==> src/rtl/ddr3_port_arbiter_if.sv <==
// Request/response bundle for one side of the ddr3 core inport.
// Masters issue requests and receive responses; the core side mirrors that.
interface ddr3_port_arbiter_if;
  logic [15:0]  wr;
  logic         rd;
  logic [31:0]  addr;
  logic [127:0] write_data;
  logic [15:0]  req_id;
  logic         accept;
  logic         ack;
  logic         error;
  logic [15:0]  resp_id;
  logic [127:0] read_data;

  modport master (
    output wr, rd, addr, write_data, req_id,
    input  accept, ack, error, resp_id, read_data
  );

  modport slave (
    input  wr, rd, addr, write_data, req_id,
    output accept, ack, error, resp_id, read_data
  );
endinterface

==> src/rtl/ddr3_port_arbiter.sv <==
// Two-port round-robin arbiter in front of the ddr3_core inport. A tag FIFO of
// granted port indices steers the in-order responses back to their issuers.
module ddr3_port_arbiter #(
  parameter int OUTSTANDING = 4
) (
  input  logic                        clk_i,
  input  logic                        rst_n_i,
  ddr3_port_arbiter_if.slave          p0_if,
  ddr3_port_arbiter_if.slave          p1_if,
  ddr3_port_arbiter_if.master         m_if,
  output logic [$clog2(OUTSTANDING):0] outstanding_o,
  output logic                        unexpected_ack_o
);

  localparam int PTR_W = $clog2(OUTSTANDING);
  localparam int CNT_W = PTR_W + 1;

  typedef enum logic {
    GRANT_OPEN   = 1'b0,
    GRANT_LOCKED = 1'b1
  } grant_state_e;

  grant_state_e state_q, state_d;
  logic         locked_port_q, locked_port_d;
  logic         last_grant_q, last_grant_d;

  logic [PTR_W-1:0] wr_ptr_q, wr_ptr_d;
  logic [PTR_W-1:0] rd_ptr_q, rd_ptr_d;
  logic [CNT_W-1:0] count_q, count_d;
  logic             unexpected_q, unexpected_d;
  logic             tag_q [OUTSTANDING];

  logic req0, req1, full, sel, sel_valid, present, handshake, push, pop, head;

  assign req0 = (|p0_if.wr) | p0_if.rd;
  assign req1 = (|p1_if.wr) | p1_if.rd;
  assign full = (count_q == CNT_W'(OUTSTANDING));

  // NOTE: every always_comb output gets a default first so no path leaves it unassigned (no latch).
  always_comb begin
    state_d       = state_q;
    locked_port_d = locked_port_q;
    last_grant_d  = last_grant_q;
    sel           = 1'b0;
    sel_valid     = 1'b0;

    if (state_q == GRANT_LOCKED) begin
      sel       = locked_port_q;
      sel_valid = 1'b1;
    end else if (req0 && !req1) begin
      sel       = 1'b0;
      sel_valid = 1'b1;
    end else if (req1 && !req0) begin
      sel       = 1'b1;
      sel_valid = 1'b1;
    end else if (req0 && req1) begin
      sel       = ~last_grant_q;
      sel_valid = 1'b1;
    end

    present   = sel_valid && !full && (sel ? req1 : req0);
    handshake = present && m_if.accept;

    // A stalled request pins the grant so the master never sees its request withdrawn.
    if (handshake) begin
      state_d      = GRANT_OPEN;
      last_grant_d = sel;
    end else if (present) begin
      state_d       = GRANT_LOCKED;
      locked_port_d = sel;
    end
  end

  assign m_if.wr         = present ? (sel ? p1_if.wr : p0_if.wr) : 16'h0;
  assign m_if.rd         = present && (sel ? p1_if.rd : p0_if.rd);
  assign m_if.addr       = sel ? p1_if.addr       : p0_if.addr;
  assign m_if.write_data = sel ? p1_if.write_data : p0_if.write_data;
  assign m_if.req_id     = sel ? p1_if.req_id     : p0_if.req_id;

  assign p0_if.accept = handshake && !sel;
  assign p1_if.accept = handshake &&  sel;

  assign push = handshake;
  assign pop  = m_if.ack && (count_q != '0);
  assign head = tag_q[rd_ptr_q];

  always_comb begin
    wr_ptr_d     = wr_ptr_q;
    rd_ptr_d     = rd_ptr_q;
    count_d      = count_q;
    unexpected_d = unexpected_q;

    if (push) wr_ptr_d = wr_ptr_q + 1'b1;
    if (pop)  rd_ptr_d = rd_ptr_q + 1'b1;

    case ({push, pop})
      2'b10:   count_d = count_q + 1'b1;
      2'b01:   count_d = count_q - 1'b1;
      default: count_d = count_q;
    endcase

    if (m_if.ack && (count_q == '0)) unexpected_d = 1'b1;
  end

  // NOTE: sequential state uses non-blocking assignments so all registers update from pre-edge values.
  always_ff @(posedge clk_i or negedge rst_n_i) begin
    if (!rst_n_i) begin
      state_q       <= GRANT_OPEN;
      locked_port_q <= 1'b0;
      last_grant_q  <= 1'b1;
      wr_ptr_q      <= '0;
      rd_ptr_q      <= '0;
      count_q       <= '0;
      unexpected_q  <= 1'b0;
    end else begin
      state_q       <= state_d;
      locked_port_q <= locked_port_d;
      last_grant_q  <= last_grant_d;
      wr_ptr_q      <= wr_ptr_d;
      rd_ptr_q      <= rd_ptr_d;
      count_q       <= count_d;
      unexpected_q  <= unexpected_d;
    end
  end

  // NOTE: tag storage is not reset; an entry is only read while count_q says it holds a live tag.
  always_ff @(posedge clk_i) begin
    if (push) tag_q[wr_ptr_q] <= sel;
  end

  assign p0_if.ack       = pop && !head;
  assign p1_if.ack       = pop &&  head;
  assign p0_if.error     = p0_if.ack && m_if.error;
  assign p1_if.error     = p1_if.ack && m_if.error;
  assign p0_if.resp_id   = m_if.resp_id;
  assign p1_if.resp_id   = m_if.resp_id;
  assign p0_if.read_data = m_if.read_data;
  assign p1_if.read_data = m_if.read_data;

  assign outstanding_o    = count_q;
  assign unexpected_ack_o = unexpected_q;

endmodule
==> src/flat_wrapper.sv <==
// flat-port wrapper written by rule: the top's interface ports become plain ports
module ddr3_port_arbiter_flat 
#(
  parameter int OUTSTANDING = 4
)
  (clk_i, rst_n_i, outstanding_o, unexpected_ack_o, p0_if_wr, p0_if_rd, p0_if_addr, p0_if_write_data, p0_if_req_id, p0_if_accept, p0_if_ack, p0_if_error, p0_if_resp_id, p0_if_read_data, p1_if_wr, p1_if_rd, p1_if_addr, p1_if_write_data, p1_if_req_id, p1_if_accept, p1_if_ack, p1_if_error, p1_if_resp_id, p1_if_read_data, m_if_wr, m_if_rd, m_if_addr, m_if_write_data, m_if_req_id, m_if_accept, m_if_ack, m_if_error, m_if_resp_id, m_if_read_data);
  ddr3_port_arbiter_if p0_if_i ();
  ddr3_port_arbiter_if p1_if_i ();
  ddr3_port_arbiter_if m_if_i ();
  input  logic clk_i;
  input  logic rst_n_i;
  output logic [$clog2(OUTSTANDING):0] outstanding_o;
  output logic unexpected_ack_o;
  input wire logic [$bits(p0_if_i.wr)-1:0] p0_if_wr;
  input wire logic [$bits(p0_if_i.rd)-1:0] p0_if_rd;
  input wire logic [$bits(p0_if_i.addr)-1:0] p0_if_addr;
  input wire logic [$bits(p0_if_i.write_data)-1:0] p0_if_write_data;
  input wire logic [$bits(p0_if_i.req_id)-1:0] p0_if_req_id;
  output wire logic [$bits(p0_if_i.accept)-1:0] p0_if_accept;
  output wire logic [$bits(p0_if_i.ack)-1:0] p0_if_ack;
  output wire logic [$bits(p0_if_i.error)-1:0] p0_if_error;
  output wire logic [$bits(p0_if_i.resp_id)-1:0] p0_if_resp_id;
  output wire logic [$bits(p0_if_i.read_data)-1:0] p0_if_read_data;
  input wire logic [$bits(p1_if_i.wr)-1:0] p1_if_wr;
  input wire logic [$bits(p1_if_i.rd)-1:0] p1_if_rd;
  input wire logic [$bits(p1_if_i.addr)-1:0] p1_if_addr;
  input wire logic [$bits(p1_if_i.write_data)-1:0] p1_if_write_data;
  input wire logic [$bits(p1_if_i.req_id)-1:0] p1_if_req_id;
  output wire logic [$bits(p1_if_i.accept)-1:0] p1_if_accept;
  output wire logic [$bits(p1_if_i.ack)-1:0] p1_if_ack;
  output wire logic [$bits(p1_if_i.error)-1:0] p1_if_error;
  output wire logic [$bits(p1_if_i.resp_id)-1:0] p1_if_resp_id;
  output wire logic [$bits(p1_if_i.read_data)-1:0] p1_if_read_data;
  output wire logic [$bits(m_if_i.wr)-1:0] m_if_wr;
  output wire logic [$bits(m_if_i.rd)-1:0] m_if_rd;
  output wire logic [$bits(m_if_i.addr)-1:0] m_if_addr;
  output wire logic [$bits(m_if_i.write_data)-1:0] m_if_write_data;
  output wire logic [$bits(m_if_i.req_id)-1:0] m_if_req_id;
  input wire logic [$bits(m_if_i.accept)-1:0] m_if_accept;
  input wire logic [$bits(m_if_i.ack)-1:0] m_if_ack;
  input wire logic [$bits(m_if_i.error)-1:0] m_if_error;
  input wire logic [$bits(m_if_i.resp_id)-1:0] m_if_resp_id;
  input wire logic [$bits(m_if_i.read_data)-1:0] m_if_read_data;
  assign p0_if_i.wr = p0_if_wr;
  assign p0_if_i.rd = p0_if_rd;
  assign p0_if_i.addr = p0_if_addr;
  assign p0_if_i.write_data = p0_if_write_data;
  assign p0_if_i.req_id = p0_if_req_id;
  assign p0_if_accept = p0_if_i.accept;
  assign p0_if_ack = p0_if_i.ack;
  assign p0_if_error = p0_if_i.error;
  assign p0_if_resp_id = p0_if_i.resp_id;
  assign p0_if_read_data = p0_if_i.read_data;
  assign p1_if_i.wr = p1_if_wr;
  assign p1_if_i.rd = p1_if_rd;
  assign p1_if_i.addr = p1_if_addr;
  assign p1_if_i.write_data = p1_if_write_data;
  assign p1_if_i.req_id = p1_if_req_id;
  assign p1_if_accept = p1_if_i.accept;
  assign p1_if_ack = p1_if_i.ack;
  assign p1_if_error = p1_if_i.error;
  assign p1_if_resp_id = p1_if_i.resp_id;
  assign p1_if_read_data = p1_if_i.read_data;
  assign m_if_wr = m_if_i.wr;
  assign m_if_rd = m_if_i.rd;
  assign m_if_addr = m_if_i.addr;
  assign m_if_write_data = m_if_i.write_data;
  assign m_if_req_id = m_if_i.req_id;
  assign m_if_i.accept = m_if_accept;
  assign m_if_i.ack = m_if_ack;
  assign m_if_i.error = m_if_error;
  assign m_if_i.resp_id = m_if_resp_id;
  assign m_if_i.read_data = m_if_read_data;
  ddr3_port_arbiter #(.OUTSTANDING(OUTSTANDING)) u_core (.clk_i(clk_i), .rst_n_i(rst_n_i), .p0_if(p0_if_i), .p1_if(p1_if_i), .m_if(m_if_i), .outstanding_o(outstanding_o), .unexpected_ack_o(unexpected_ack_o));
endmodule
==> config.mk <==
export PLATFORM = sky130hd
export DESIGN_NAME = ddr3_port_arbiter_flat
export DESIGN_NICKNAME = d
export VERILOG_FILES = /design/src/rtl/ddr3_port_arbiter_if.sv /design/src/rtl/ddr3_port_arbiter.sv /design/src/flat_wrapper.sv
export SDC_FILE = /design/constraint.sdc
export NUM_CORES = 1
export LEC_CHECK = 0
export BUFFER_PORTS_ARGS = -buffer_cell sky130_fd_sc_hd__buf_2
export CORE_AREA = 2 2 395 397
export DETAILED_ROUTE_END_ITERATION = 8
export DIE_AREA = 0 0 397 399
export GPL_ROUTABILITY_DRIVEN = 0
export SYNTH_ARGS = -nofsm -noshare
export SYNTH_HDL_FRONTEND = slang
export SYNTH_SLANG_ARGS = --single-unit
==> constraint.sdc <==
create_clock -name clk_i -period 2.5 [get_ports clk_i]
set_clock_uncertainty 0.05 [all_clocks]
set_input_delay 0.25 -clock clk_i [delete_from_list [all_inputs] [get_ports clk_i]]
set_output_delay 0.25 -clock clk_i [all_outputs]
set_load 0.01 [all_outputs]
Yosys cells after proc, flatten, opt, wreduce, memory -nomap -nowiden
Memories as Yosys holds them, arrays and structs flattened. Cells that the tools add are included.

Add/subtract/negate cells: 4. $mul: 0. Div/mod/pow operators: 0. $lt $le $gt $ge: 0. Equality and inequality tests: 3. Shift operators: 0. Multiplexer cells: 20. Bitwise gates (word level): 4. Reduce and logical (&&, ||, !) cells: 27.

Operators with widths (number): 128-bit 2-to-1 mux (1); 16-bit 2-to-1 mux (3); 32-bit 2-to-1 mux (1); 16-bit OR reduction (2); 1-bit logical AND (15); 1-bit 2-to-1 mux (14); 3-bit one-hot mux with 2 select lines (1); 1-bit logical NOT (5); 2-bit by 1-bit adder with 2-bit output (second input constant) (2); 2-bit nonzero test (2); 3-bit by 1-bit adder with 3-bit output (second input constant) (1); 3-bit == test (second input constant) (1); 3-bit logical NOT (1); 3-bit nonzero test (1); 3-bit by 1-bit subtractor with 3-bit output (second input constant) (1); 2-bit by 1-bit == test with 1-bit output (second input constant) (1); 2-bit == test (second input constant) (1); 1-bit NOT (2); 1-bit OR (2); 2-bit AND reduction (1).

Flip-flop bits (word level): 11. Bits in latches: 0. Memory bits (writable): 4. Memory bits (read-only): 0. Output and inout bits: 491. Logic and storage cells: 66. Memories: 1.

Memories: u_core.tag_q (depth 4, bits a word 1, read ports 1, clocked after Yosys merged registers in 0, wr ports 1, RTL line ddr3_port_arbiter.sv:31) `logic tag_q [OUTSTANDING];`.

Logic depth before layout (Yosys ltp)
Gate-level depths: netlist (run 1).

Depth after elaboration: 12. Mapped depth: 11.

Least setup slack after synthesis (run 1)
No wires, ideal clock.

Kind: input port to flip-flop. From: input p0_if_wr[5]. To: register u_core.count_q[2], in the netlist u_core.outstanding_o[2]. Library setup time: 79 ps. Arrival time: 2120 ps. Required time: 2371 ps. Setup slack: 251 ps. Cell stages on the path: 11. Buffers on the path: 0. Cells stage by stage: nor4_1 nand3_1 nor3_1 o21ai_1 nand2_1 ha_1 inv_1 fa_1 xor2_1 nor2_1 xor2_1.

Cells in the longest elaborated chain, start to end: 12.

RTL lines: from (decl) (RTL line flat_wrapper.sv:14) `input wire logic [$bits(p0_if_i.wr)-1:0] p0_if_wr;`; 16-bit OR reduction * (RTL line ddr3_port_arbiter.sv:35) `assign req0 = (|p0_if.wr) | p0_if.rd;`; 1-bit OR * (RTL line ddr3_port_arbiter.sv:35); 1-bit logical AND / 1-bit logical NOT (equally long branches) (RTL line ddr3_port_arbiter.sv:56, ddr3_port_arbiter.sv:53); 1-bit 2-to-1 mux / 1-bit logical AND (equally long branches) (RTL line ddr3_port_arbiter.sv:56, ddr3_port_arbiter.sv:53); 1-bit 2-to-1 mux (RTL line ddr3_port_arbiter.sv:53) `end else if (req1 && !req0) begin`; 1-bit 2-to-1 mux (RTL line ddr3_port_arbiter.sv:50) `end else if (req0 && !req1) begin`; 1-bit 2-to-1 mux (RTL line ddr3_port_arbiter.sv:47) `if (state_q == GRANT_LOCKED) begin`; 1-bit 2-to-1 mux / 1-bit logical AND (equally long branches) (RTL line ddr3_port_arbiter.sv:61) `present = sel_valid && !full && (sel ? req1 : req0);`; 1-bit logical AND * (RTL line ddr3_port_arbiter.sv:61); 1-bit logical AND * (RTL line ddr3_port_arbiter.sv:62) `handshake = present && m_if.accept;`; 2-bit by 1-bit == test with 1-bit output / 2-bit == test (equally long branches) (RTL line ddr3_port_arbiter.sv:96) `case ({push, pop})`; 3-bit one-hot mux with 2 select lines / 2-bit nonzero test (equally long branches); to (signal assigned) (RTL line ddr3_port_arbiter.sv:121) `count_q <= count_d;`; to (decl) (RTL line ddr3_port_arbiter.sv:29) `logic [CNT_W-1:0] count_q, count_d;`.

Every way passes the cells marked *; elsewhere a longest branch is shown, timed or not. A chain may end at the register's enable or synchronous reset.

Worst setup path in the final report (run 1)
From: input p0_if_wr[10]. To: output m_if_addr[2].

Cells in the longest elaborated chain, start to end: 8.

RTL lines: 16-bit OR reduction * (RTL line ddr3_port_arbiter.sv:35); 1-bit OR * (RTL line ddr3_port_arbiter.sv:35); 1-bit logical AND / 1-bit logical NOT (equally long branches) (RTL line ddr3_port_arbiter.sv:56, ddr3_port_arbiter.sv:53); 1-bit 2-to-1 mux / 1-bit logical AND (equally long branches) (RTL line ddr3_port_arbiter.sv:56, ddr3_port_arbiter.sv:53); 1-bit 2-to-1 mux (RTL line ddr3_port_arbiter.sv:53); 1-bit 2-to-1 mux * (RTL line ddr3_port_arbiter.sv:50); 1-bit 2-to-1 mux * (RTL line ddr3_port_arbiter.sv:47); 32-bit 2-to-1 mux * (RTL line ddr3_port_arbiter.sv:76) `assign m_if.addr = sel ? p1_if.addr : p0_if.addr;`; to (decl) (RTL line flat_wrapper.sv:36) `output wire logic [$bits(m_if_i.addr)-1:0] m_if_addr;`.

Marked as above.

==> results of run 1 <==
kinds of logic after synthesis:
kind of cell / Yosys count / share of synthesized area (%)
AOI/OAI and AO/OA: 26 / 2.66
buffers and inverters: 341 / 45.3
and+or+nand+nor: 602 / 41.5
adders and majority gates: 6 / 1.49
xor gates and xnor gates: 6 / 0.945
muxes: 4 / 0.990
DFF: 15 / 7.13
state kept, by name, indices dropped and copies added, names as in the netlist:
signal	flops
u_core.unexpected_ack_o	1
u_core.tag_q	4
u_core.state_q	1
u_core.outstanding_o	3
u_core.wr_ptr_q	2
u_core.rd_ptr_q	2
u_core.last_grant_q	1
u_core.locked_port_q	1
worst register-to-register path: stages, from the launching register on:
cell and delay (ps):
dfrtp_1 380, nor2_1 150, buf_4 160, nand2_1 90, nand2_1 100, a21oi_1 60, nand2_1 120, buf_12 120
ha_1 150, inv_1 60, fa_2 330, xor2_1 140, nor2_1 120, xor2_1 150
power breakdown:
part / internal [µW] / switching, µW / total (µW)
Combinational: 7470 / 9040 / 16500
Sequential: 381 / 99.1 / 480
Clock: 215 / 124 / 339
metrics by stage:
step,cell area [µm²],worst slack (ps)
finish,13000,-145
global route,13000,-203
CTS,12300,-165
detailed placement,9620,-627
global placement,9620,-652
floorplan,5560,251
cells in the final DEF (no fill, tap or decap), drive strengths merged, types with 3 or more instances in the layout:
cell type,synthesis,routed
inv,7,8
diode,0,6
buf,327,711
nor2,9,9
clkbuf,6,9
nand2,571,571
ha,5,5
a21oi,19,19
nand3,3,3
nor4,6,6
dfrtp,10,10
xnor2,3,3
and3,5,5
xor2,3,3
edfxtp,4,4
nor3,5,5
layout make-up:
type	count	share of cell area (%)
antenna	6	0.115
clock buffer	3	0.576
clock inverter	1	0.0384
inverter	8	0.355
multi-input combinational	644	31.2
sequential	15	3.05
tap	2044	19.6
timing repair buffer	720	44.9
timing repair inverter	1	0.125
routing by layer:
layer,wire [µm],track usage [%]
met1,34400,12.2
met2,60800,26.3
met3,20500,10.9
met4,3160,1.95
met5,182,0.272
timing repair:
action	CTS	global route
buffers inserted	26	8
setup endpoints to repair	196	196
resized for setup	508	126
endpoints found under the hold margin	10	0
pin swaps	76	42
cloned	20	6
hold buffers	1	0
worst min path at each step:
stage / end / slack [ps] / depth (start not counted)
6_report: u_core.unexpected_ack_o / 160 / 2
5_1_grt: u_core.unexpected_ack_o / 170 / 2
4_1_cts: u_core.unexpected_ack_o / 150 / 2
3_5_place_dp: u_core.unexpected_ack_o / 130 / 1
3_3_place_gp: u_core.unexpected_ack_o / 130 / 1
2_1_floorplan: u_core.locked_port_q / -100 / 0
==> impl_metrics.py, run 1 <==
metrics = {
    "worst_setup_path": {
        "cp.depth": 13,
        "arrival_ps": 2350,
        "worst_setup_path_end_kind": "primary output",
        "crit_fanout": 7,
        "cpMostUsedCell": "buf_12",
        "critPathRequiredTime_ps": 2200,
        "slowest_stage": "o31a_4",
        "timing.rr.start": "u_core.outstanding_o[0]",
        "max_stage_delay_ps": 300,
        "path_cells": "buf_2 > nor4_2 > nand3_2 > o21a_4 > o31a_4 > buf_12 > inv_16 > buf_12 > buf_12 > nand2_2 > buf_12 > nand2_1 > buf_2",
        "criticalPathCategory": "input pin to primary output",
        "r2r_setup_slack_ps": 260,
        "rr_worst_depth": 13,
        "crit_family": "buffers and inverters",
        "cp_num_buf_inv": 7,
        "critPathLaunch": "p0_if_wr[10]",
        "cp-start-kind": "input pin",
        "r2r-end": "u_core.outstanding_o[2]",
        "crit_path_end": "m_if_addr[2]",
    },
    "synth": {
        "ys_seq_area_share_pct": 7.13,
        "synth_edf_count": 4,
        "yosysTopAreaCellShare_pct": 39.2,
        "yosys_warnings": 0,
        "synth_cells": 1000,
        "synth_cell_types": 33,
        "synthFlopType": "dfrtp_1",
        "yosys_register_bits": 15,
        "synthTopCellsByArea": "buf_4, nand2_1, dfrtp_1",
        "yosysMostFrequentCell": "nand2_1",
        "synth_fp_nets": 1541,
        "synth_top_cell_by_area": "buf_4",
        "async_flop_share_pct": 73.3,
        "netlist_area_um2": 5560,
        "synth_commonest_cells": "nand2_1, buf_4, buf_2, a21oi_1, buf_6",
        "syn_avg_cell_area_um2": 5.56,
    },
    "final_layout": {
        "seq_area_um2": 397,
        "finalNetCount": 1934,
        "fill_cells": 18059,
        "drive_gt1_share_pct": 70.8,
        "multi_input_area_um2": 4060,
        "utilization_pct": 8.47,
        "synthToLayoutAreaGrowth_pct": 134,
        "layout.cells.non_filler": 3442,
    },
    "global_route": {
        "grt_pass1_vias": 8092,
        "gr-total-overflow": 0,
        "grt_pass1_wl_um": 135000,
        "grt.total_usage_pct": 14.2,
        "antenna_found_initial": 155,
        "grt_max_degree": 26,
    },
    "routing": {
        "drt-initial-drc-count": 516,
        "routed_wl_um": 119000,
        "vias": 8629,
        "drtPass1Iterations": 4,
        "post_drt_wl_per_cell_um": 34.6,
        "postRouteAntennaNets": 0,
        "viasPerCell": 2.51,
        "drcViolationCount": 0,
    },
    "job": {
        "cap_viol_max_count": 0,
    },
    "clock_network": {
        "cts_tree": "built",
        "clk_latency_ps": 250,
        "cts_max_path_buffers": 2,
        "path_clk_slew_ps": 60,
        "cts-htree-levels": 1,
        "clkSinkCount": 15,
        "cts_buffers": 3,
        "ctsRootBufferMaster": "clkbuf_16",
    },
    "sta": {
        "worst_slack_ps": -145,
        "rsz0062_at_grt": "true",
        "hold_slack_ps": 160,
        "fin_tns_setup_ps": -9020,
        "clock.fmax_mhz": 378,
        "fin_crit_ps": 2650,
        "relSlewSlack_pct": 79.0,
        "tightest_slew_ps": 315,
        "post-route-period-util_pct": 106,
        "finalHoldViolCount": 0,
        "setup_viol": 152,
        "finalMaxSlewViolations": 0,
    },
    "run_status": {
        "violations": "setup timing",
        "status": "finished with violations",
    },
    "power_and_ir_drop": {
        "total_power_uw": 17300,
        "peakVddDrop_mv": 0.524,
        "p_per_area_nw_per_um2": 1330,
        "p_leak_uw": 0.00621,
    },
    "worst_hold_path": {
        "hold_path.startpoint": "m_if_ack",
        "hold_class": "input pin to flip-flop",
    },
    "floorplan": {
        "fp.dieArea_um2": 158000,
        "io_pins": 1026,
        "die_h_um": 399,
        "fp.coreArea_um2": 154000,
        "rows": 144,
        "start_util_pct": 3.62,
        "die_w_um": 397,
    },
    "place": {
        "dp_cells": 3379,
        "io_buffers": 593,
        "place_hpwl_um": 108000,
    },
}
Note: power is estimated with default switching activity, not from simulation.
==> run 2, diff against run 1 <==
- CTS_BUF_LIST: unset -> sky130_fd_sc_hd__clkbuf_4
==> run 2 against run 1 <==
Net effect: via count is 0.15% higher; wire length hardly changed; critical path depth stayed put; register-to-register slack worse by 70 ps; non-clock buffer count stayed put; sequential power hardly changed; the flow still finishes with violations (setup timing); largest cell class unchanged; clock-buffer cell count stayed put; total power is 0.85% lower; setup slack better by 2.9 ps; fmax is 0.11% higher.
==> impl_metrics.py, run 2 (synthesis results as in run 1) <==
metrics = {
    "global_route": {
        "antenna_found_initial": 156,
        "grt_pass1_vias": 8096,
        "grt_max_degree": 26,
        "gr-total-overflow": 0,
        "grt_pass1_wl_um": 135000,
        "grt.total_usage_pct": 14.2,
    },
    "sta": {
        "setup_viol": 151,
        "fin_crit_ps": 2640,
        "hold_slack_ps": 94.7,
        "finalHoldViolCount": 0,
        "clock.fmax_mhz": 378,
        "rsz0062_at_grt": "true",
        "tightest_slew_ps": 315,
        "finalMaxSlewViolations": 0,
        "relSlewSlack_pct": 79.0,
        "worst_slack_ps": -142,
        "post-route-period-util_pct": 106,
    },
    "routing": {
        "drcViolationCount": 0,
        "postRouteAntennaNets": 0,
        "post_drt_wl_per_cell_um": 34.5,
        "drtPass1Iterations": 5,
        "viasPerCell": 2.51,
        "vias": 8642,
        "drt-initial-drc-count": 496,
        "routed_wl_um": 119000,
    },
    "clock_network": {
        "cts_buffers": 3,
        "path_clk_slew_ps": 120,
        "cts_max_path_buffers": 2,
        "clk_latency_ps": 310,
        "cts_tree": "built",
        "cts-htree-levels": 1,
        "clkSinkCount": 15,
        "ctsRootBufferMaster": "clkbuf_4",
    },
    "worst_setup_path": {
        "timing.rr.start": "u_core.outstanding_o[0]",
        "worst_setup_path_end_kind": "primary output",
        "r2r_setup_slack_ps": 190,
        "criticalPathCategory": "input pin to primary output",
        "r2r-end": "u_core.outstanding_o[2]",
        "critPathRequiredTime_ps": 2200,
        "cp-start-kind": "input pin",
        "rr_worst_depth": 13,
        "crit_fanout": 7,
        "crit_path_end": "m_if_write_data[90]",
        "arrival_ps": 2340,
        "critPathLaunch": "p0_if_wr[10]",
    },
    "floorplan": {
        "fp.dieArea_um2": 158000,
        "io_pins": 1026,
        "die_h_um": 399,
        "start_util_pct": 3.62,
        "rows": 144,
        "die_w_um": 397,
        "fp.coreArea_um2": 154000,
    },
    "final_layout": {
        "top_register": "u_core.tag_q",
        "finalNetCount": 1934,
        "drive_gt1_share_pct": 71.0,
        "largest_reg_flops": 4,
        "synthToLayoutAreaGrowth_pct": 134,
        "final_common_cell": "buf_2",
        "layout.cells.non_filler": 3448,
        "layout_common_cells": "buf_2, nand2_1, nand2_2",
    },
    "power_and_ir_drop": {
        "p_per_area_nw_per_um2": 1320,
        "p_leak_uw": 0.00622,
        "peakVddDrop_mv": 0.528,
    },
    "run_status": {
        "violations": "setup timing",
        "status": "finished with violations",
    },
    "place": {
        "io_buffers": 593,
        "pre_cts_ws_ps": -627,
        "place_hpwl_um": 108000,
        "dp_cells": 3379,
    },
    "worst_hold_path": {
        "hold_path.startpoint": "m_if_ack",
        "hold_class": "input pin to flip-flop",
    },
    "job": {
        "cap_viol_max_count": 0,
    },
}
## run 2: cell count changes in the layout (fill, tap and decap cells not counted), moves of 3 or more
cell       previous run  this run
nand2_4              84        91
diode_2               6        12
nand2_1             337       333
clkbuf_16             9         6
clkbuf_4              0         3
nand2_2             131       128
## run 2: how the worst min path moves through the flow
| stage | endpoint | slack (ps) | cells after the start |
|---|---|---|---|
| global route | u_core.unexpected_ack_o | 90 | 2 |
| floorplan | u_core.locked_port_q | -100 | 0 |
| global placement | u_core.unexpected_ack_o | 130 | 1 |
| CTS | u_core.unexpected_ack_o | 60 | 2 |
| finish | u_core.unexpected_ack_o | 90 | 2 |
| detailed placement | u_core.unexpected_ack_o | 130 | 1 |
## run 2: area by class of cell
type,instances,area [µm²]
flip-flops and latches,15,397
repair buffers,720,5850
well taps,2044,2560
multi-input cells,644,4090
repair inverters,1,16.3
clock buffers,3,22.5
fillers,18048,141000
clock inverters,1,5.00
diodes,12,30.0
inverters,8,46.3
## run 2: per-layer routing
layer  wire length (µm)  vias to the layer above  global-route usage, %
li1                   -                     3554                      -
met1              34400                     3681                   12.2
met2              60700                     1059                   26.3
met4               3260                        8                   1.95
met5                184                        -                  0.272
met3              20500                      340                   10.9
## run 2: critical path: stages
cell       delay (ps)
buf_2             110
nor4_2            280
nand3_2           160
o21a_4            260
o31a_4            300
buf_12            160
inv_16             60
buf_16            150
buf_12            150
clkbuf_16         180
nand2_1            60
nand2_1            70
buf_2             130
## run 2: repair_timing
action                                  4_1_cts  5_1_grt
pin swaps                                    76       41
resized for setup                           508      135
cloned                                       20        6
endpoints found under the hold margin        10        0
buffers inserted                             26        8
hold buffers                                  1        0
endpoints found under the setup margin      195      196
## run 2: report_power, final
part           total (µW)  internal, µW  switching [µW]
sequential            479           380            98.8
combinational       16500          7480            9050
clock                 167          59.9             107
total               17200          7920            9260
## run 2: metrics by stage
| stage | power, µW | cell area [µm²] | utilization [%] | TNS [ps] |
|---|---|---|---|---|
| 4_1_cts | 16500 | 12300 | 7.98 | -12210 |
| 2_1_floorplan | 5050 | 5560 | - | 0 |
| 3_5_place_dp | 11000 | 9620 | 6.26 | -76990 |
| 3_3_place_gp | 11100 | 9620 | 6.26 | -79750 |
| 6_report | 17200 | 13000 | 8.47 | -9070 |
| 5_1_grt | 18400 | 13000 | 8.46 | -21710 |
